## config.mk

```make
export PLATFORM = sky130hd
export DESIGN_NAME = vend_ctrl_multi
export DESIGN_NICKNAME = d
export VERILOG_FILES = /design/src/rtl/vend_ctrl_multi.sv
export SDC_FILE = /design/constraint.sdc
export NUM_CORES = 1
export LEC_CHECK = 0
export ABC_AREA = 1
export CAP_MARGIN = 10
export CORE_ASPECT_RATIO = 1.25
export CORE_UTILIZATION = 40
export CTS_BUF_LIST = sky130_fd_sc_hd__clkbuf_2 sky130_fd_sc_hd__clkbuf_4 sky130_fd_sc_hd__clkbuf_8
export DETAILED_ROUTE_END_ITERATION = 16
export MAX_ROUTING_LAYER = met4
export PLACE_DENSITY = 0.64
export SLEW_MARGIN = 20
export SYNTH_ARGS = -nofsm -noshare
export SYNTH_HDL_FRONTEND = slang
export SYNTH_SLANG_ARGS = --single-unit
```

## constraint.sdc

```tcl
create_clock -name clk -period 3.2 [get_ports clk]
set_input_delay 0.8 -clock clk [delete_from_list [all_inputs] [get_ports clk]]
set_output_delay 0.8 -clock clk [all_outputs]
set_load 0.02 [all_outputs]
```

## src/rtl/vend_ctrl_multi.sv

```systemverilog
// Multi-product vending controller.
// Accepts Rs 5/10/20 coins up to MAX_CREDIT, vends one of N_ITEMS products
// against per-item price and stock, and returns leftover credit as a train of
// Rs 5 change pulses.
// Ports:
//   clk, reset                  clock, asynchronous active-high reset
//   coin_5/coin_10/coin_20      one-cycle coin strobes
//   sel[N_ITEMS]                one-hot product select strobe
//   cancel, restock             refund request, stock refill (IDLE only)
//   dispense, dispense_id       one-cycle vend pulse and item index
//   change_5                    one pulse per Rs 5 returned
//   coin_reject, sel_err        one-cycle error pulses
//   credit, sold_out, busy      status: credit, per-item empty flags, VEND/CHANGE
module vend_ctrl_multi #(
  parameter int unsigned N_ITEMS = 4,
  parameter int unsigned CREDIT_W = 8,
  parameter logic [N_ITEMS*CREDIT_W-1:0] PRICES = {4{8'd15}},
  parameter int unsigned MAX_CREDIT = 50,
  parameter int unsigned STOCK_W = 4,
  parameter int unsigned STOCK_INIT = 8
) (
  input  logic                         clk,
  input  logic                         reset,
  input  logic                         coin_5,
  input  logic                         coin_10,
  input  logic                         coin_20,
  input  logic [N_ITEMS-1:0]           sel,
  input  logic                         cancel,
  input  logic                         restock,
  output logic                         dispense,
  output logic [$clog2(N_ITEMS)-1:0]   dispense_id,
  output logic                         change_5,
  output logic                         coin_reject,
  output logic                         sel_err,
  output logic [CREDIT_W-1:0]          credit,
  output logic [N_ITEMS-1:0]           sold_out,
  output logic                         busy
);

  localparam int unsigned ID_W  = $clog2(N_ITEMS);
  localparam int unsigned SUM_W = CREDIT_W + 1;

  typedef enum logic [1:0] {S_IDLE, S_CREDIT, S_VEND, S_CHANGE} state_t;

  state_t              r_state;
  logic [CREDIT_W-1:0] r_credit;
  logic [STOCK_W-1:0]  r_stock [N_ITEMS];
  logic                r_dispense;
  logic [ID_W-1:0]     r_dispense_id;
  logic                r_change_5;
  logic                r_coin_reject;
  logic                r_sel_err;

  logic [1:0]          w_ncoins;
  logic                w_coin_any;
  logic [SUM_W-1:0]    w_coin_val;
  logic [SUM_W-1:0]    w_sum;
  logic                w_coin_ok;
  logic                w_sel_req;
  logic                w_sel_onehot;
  logic [ID_W-1:0]     w_idx;
  logic [CREDIT_W-1:0] w_price;
  logic [STOCK_W-1:0]  w_stock_sel;
  logic                w_sel_ok;

  // Coin decode: exactly one strobe that keeps credit within the limit is accepted
  assign w_ncoins   = 2'(coin_5) + 2'(coin_10) + 2'(coin_20);
  assign w_coin_any = coin_5 | coin_10 | coin_20;
  assign w_coin_val = coin_20 ? SUM_W'(20) : (coin_10 ? SUM_W'(10) : (coin_5 ? SUM_W'(5) : '0));
  assign w_sum      = {1'b0, r_credit} + w_coin_val;
  assign w_coin_ok  = w_coin_any && (w_ncoins == 2'd1) && (w_sum <= SUM_W'(MAX_CREDIT));

  // Selection decode: index of the set bit, its price and remaining stock
  assign w_sel_req    = |sel;
  assign w_sel_onehot = w_sel_req && ((sel & (sel - N_ITEMS'(1))) == '0);

  always_comb begin
    w_idx = '0;
    for (int unsigned i = 0; i < N_ITEMS; i++) begin
      if (sel[i]) w_idx = ID_W'(i);
    end
  end

  assign w_price     = PRICES[w_idx*CREDIT_W +: CREDIT_W];
  assign w_stock_sel = r_stock[w_idx];
  assign w_sel_ok    = w_sel_onehot && (w_stock_sel != '0) && (r_credit >= w_price);

  // Controller state, credit, stock and registered pulse outputs
  always_ff @(posedge clk or posedge reset) begin
    if (reset) begin
      r_state       <= S_IDLE;
      r_credit      <= '0;
      for (int unsigned i = 0; i < N_ITEMS; i++) r_stock[i] <= STOCK_W'(STOCK_INIT);
      r_dispense    <= 1'b0;
      r_dispense_id <= '0;
      r_change_5    <= 1'b0;
      r_coin_reject <= 1'b0;
      r_sel_err     <= 1'b0;
    end else begin
      r_dispense    <= 1'b0;
      r_change_5    <= 1'b0;
      r_coin_reject <= 1'b0;
      r_sel_err     <= 1'b0;
      case (r_state)
        S_IDLE, S_CREDIT: begin
          if ((r_state == S_CREDIT) && cancel) begin
            // Refund wins over sel; any coin in the same cycle is bounced
            r_coin_reject <= w_coin_any;
            r_state       <= S_CHANGE;
          end else begin
            if (w_coin_ok) begin
              r_credit <= w_sum[CREDIT_W-1:0];
              r_state  <= S_CREDIT;
            end else if (w_coin_any) begin
              r_coin_reject <= 1'b1;
            end
            // Vend only on a clean select cycle; any coin strobe voids the sel
            if (w_sel_req) begin
              if ((r_state == S_CREDIT) && !w_coin_any && w_sel_ok) begin
                r_state          <= S_VEND;
                r_credit         <= r_credit - w_price;
                r_stock[w_idx]   <= w_stock_sel - STOCK_W'(1);
                r_dispense       <= 1'b1;
                r_dispense_id    <= w_idx;
              end else begin
                r_sel_err <= 1'b1;
              end
            end
            if ((r_state == S_IDLE) && restock) begin
              for (int unsigned i = 0; i < N_ITEMS; i++) r_stock[i] <= STOCK_W'(STOCK_INIT);
            end
          end
        end
        S_VEND: begin
          r_coin_reject <= w_coin_any;
          r_state       <= (r_credit != '0) ? S_CHANGE : S_IDLE;
        end
        S_CHANGE: begin
          r_coin_reject <= w_coin_any;
          if (r_credit != '0) begin
            r_credit   <= r_credit - CREDIT_W'(5);
            r_change_5 <= 1'b1;
          end else begin
            r_state <= S_IDLE;
          end
        end
        default: r_state <= S_IDLE;
      endcase
    end
  end

  // Status decoded from registered state only
  always_comb begin
    sold_out = '0;
    for (int unsigned i = 0; i < N_ITEMS; i++) sold_out[i] = (r_stock[i] == '0);
  end

  assign busy        = (r_state == S_VEND) || (r_state == S_CHANGE);
  assign credit      = r_credit;
  assign dispense    = r_dispense;
  assign dispense_id = r_dispense_id;
  assign change_5    = r_change_5;
  assign coin_reject = r_coin_reject;
  assign sel_err     = r_sel_err;

endmodule

```

==> results by group <==
Setup path
  • CP endpoint kind: flip-flop
  • CP bufs+invs: 3
  • Critical path fanouts, max: 7
  • Critical path's top delay family: simple AND/OR/NAND/NOR gates
  • Critical Path, Cell by Cell: clkdlybuf4s50_1 > inv_2 > o21ai_0 > ha_1 > nand2_1 > nand3b_1 > nand2_2 > nand2_1 > nand2_1 > nand2_1 > nand2_1 > nor2_1 > nor2_1 > buf_4 > nand3b_1 > nand3_1 > nand2_1 > nand2_1 > nand2_1
  • CP arrival: ~3.2 ns
  • Slowest-stage cell, CP: clkdlybuf4s50_1
  • Most common cell type on the critical path: nand2_1
  • Required time worst endpoint: between 3 and 4 ns
  • Setup CP Type: in2reg
  • Worst path max stage delay: approximately 0.46 ns
  • Reg2Reg Depth: 11
  • Crit start category: input pin
  • Stages on worst setup path: 19

Logic synthesis
  • Asr flop ratio synth: 100%
  • Syn Area/Cell: slightly below 7 µm²
  • Number of enable flip-flop cells after synthesis: 0
  • Seq/Total Area, Yosys: between 30% and 40%
  • Yosys reg bits: 32
  • Synthesized area: around 2600 µm²
  • Synthesized instance count: around 380
  • Most used flip-flop cell after synthesis: dfrtp_1
  • Syn. warnings: 0
  • Distinct cells, synth: 44
  • Syn nets: roughly 400

Die
  • Std cell rows: 32
  • Die width: 73.9 µm
  • Initial Util: about two fifths
  • Io pins: 30
  • Die H: between 90 and 100 µm
  • Die area: approximately 6800 µm²
  • Core ar.: around 6200 µm²

Drt
  • Drt initial violations: approximately 140
  • Antenna Nets Post-Route: 0
  • Routed vias: about 2600
  • WL/cell: ~14 µm
  • Via/cell ratio: 5.11
  • DRT Wirelength: slightly below 7000 µm
  • DRC Markers: 0
  • First drt pass iteration count: 4

Global routing
  • Initial antenna violation count: 0
  • Final global-route overflow total: 0
  • Via count of the first global-routing pass: about 2600
  • Largest net degree at the start of global routing: 33
  • Global-route wire length before repair: 12000 µm
  • GRT Overall Usage: a little under a quarter

Timing
  • Relative slew slack: 63.4%
  • Hold slack: approximately 0.49 ns
  • Final setup vio count: 0
  • Period utilisation layout: between 90% and 100%
  • Final hold vios: 0
  • Worst Slack Setup Final: between 0.2 and 0.25 ns
  • Fmax: between 300 and 400 MHz
  • Worst-margin pin slew: 0.543 ns
  • Final min period: slightly below 3 ns
  • Final Max Slew Viols: 0
  • RSZ-0062 raised after global routing: false
  • Clk_skew: 0.00696 ns

Placement
  • RePlAce Congestion: between 0.9 and 1
  • Pre-CTS worst setup slack: -0.177 ns
  • HPWL after detailed placement: roughly 5500 µm
  • Port bufs: 29
  • DP Area: 3120 µm²

Clocking
  • Max Buffers Root-to-Sink: 2
  • CTS tree: yes
  • CTS root buf: clkbuf_8
  • Clock sinks: 32
  • Clk Latency, worst-skew pair: 0.28 ns
  • H-tree Lvls: 2
  • CTS Hold Bufs: 0
  • Clock transition at the registers of the reported paths: ~0.07 ns
  • CTS Buf Count: 5

Power and ir drop
  • Total Power: between 2 and 3 mW
  • PwrDens: just under 800 nW/µm²
  • Worst vdd ir: 351 µV
  • Leakage: between 1.5 and 2 nW

Finish
  • Fillers: ~640
  • Post-route cell area: ~3200 µm²
  • Multi-input logic area: 1480 µm²
  • Final Util: between 50% and 60%
  • Share of layout cells above drive strength 1: approximately 16%
  • Most frequent cells in the layout: nand2_1 (86), inv_1 (67), nand3_1 (28), dfrtp_1 (28), clkdlybuf4s50_1 (28)
  • Syn-to-layout area delta: 24.6%
  • Number of nets in the layout: 449
  • Antenna Cells: 0
  • Register area: approximately 810 µm²
  • Commonest non-fill, non-tap cell in the layout: nand2_1

Job
  • Max-cap violations: 0

Hold path
  • Worst Hold Depth: 2
  • Worst hold-check path type: reg2reg

Run status
  • Status: finished, final reports clean
==> cell families after synthesis <==
logic type / Yosys count / synth area share [%]
and+or+nand+nor: 180 / 34.0
adders and majority gates: 10 / 5.13
AOI/OAI and AO/OA: 72 / 17.2
xor gates and xnor gates: 2 / 0.677
DFF: 32 / 31.1
buffers and inverters: 79 / 11.9
==> sequential cells by signal (all words and copies together), names as in the netlist <==
| signal | cells |
|---|---|
| r_stock | 16 |
| credit | 8 |
| dispense_id | 2 |
| r_state | 2 |
| change_5 | 1 |
| coin_reject | 1 |
| dispense | 1 |
| sel_err | 1 |
==> cell usage after synthesis (2+ instances only) <==
master,instances,area [µm²]
nor4_1,5,31.3
ha_1,9,113
nand3_1,28,140
a31oi_1,3,18.8
o21ai_0,18,90.1
o211ai_1,2,15.0
inv_2,5,18.8
nor2_2,3,18.8
nand3b_1,3,22.5
nand4_1,8,50.1
nor3_1,6,30.0
nand3_2,2,20.0
nand2_2,4,25.0
nand2_1,87,327
nor2_4,4,45.0
dfrtp_1,28,701
a21oi_1,18,90.1
o21ai_1,9,45.0
nor2_1,23,86.3
buf_2,2,10.0
dfstp_2,4,105
o22ai_1,8,50.1
o21ai_2,4,35.0
clkbuf_1,2,7.51
nand2_4,3,33.8
a22oi_1,2,15.0
inv_1,68,255
==> layer usage <==
| layer | GRT usage [%] | wire, µm | part of all wire [%] | vias to the layer above |
|---|---|---|---|---|
| met5 | - | 0 | 0 | - |
| met4 | 8.81 | 151 | 2.2 | 0 |
| met3 | 3.08 | 197 | 2.8 | 12 |
| met2 | 42.3 | 3820 | 55 | 56 |
| met1 | 25.5 | 2790 | 40 | 1222 |
| li1 | - | - | - | 1331 |
==> area by class of cell <==
class,instances,area share [%]
Inverter,74,8.85
Clock buffer,7,2.60
Timing Repair Buffer,51,14.2
Sequential cell,32,25.0
Multi-Input combinational cell,264,46.0
Tap cell,85,3.30
==> final timing paths <==
kind	start	endpoint	slack [ns]
max in group asynchronous	reset	r_stock[7]	1.94
setup / recovery	coin_20	credit[2]	0.23
min in group asynchronous	reset	dispense_id[1]	0.91
hold / removal	dispense_id[0]	dispense_id[0]	0.49
hold reg to reg	dispense_id[0]	dispense_id[0]	0.49
setup reg to reg	credit[1]	credit[1]	0.77
==> power breakdown <==
group	switching [mW]	leakage (nW)	internal (mW)
clock network	0.146	0.0452	0.167
logic	0.884	1.27	0.611
registers	0.191	0.348	0.545
==> repair_timing <==
action                                  4_1_cts  5_1_grt
setup buffers                                 0        1
endpoints found under the setup margin        0        9
gates resized for setup                       0        5
==> per-stage QoR <==
stage	setup TNS, ns	std cells
after detailed placement	-1.16	505
after global routing	0	513
final	0	513
after floorplan	0	375
after global placement	-0.621	505
after CTS	0	512
==> tightest hold or removal path, stage by stage, from the launching register on <==
cell     delay, ns
dfrtp_1       0.35
nand2_1       0.05
o21ai_0       0.06
Note: power is estimated with default switching activity, not from simulation.
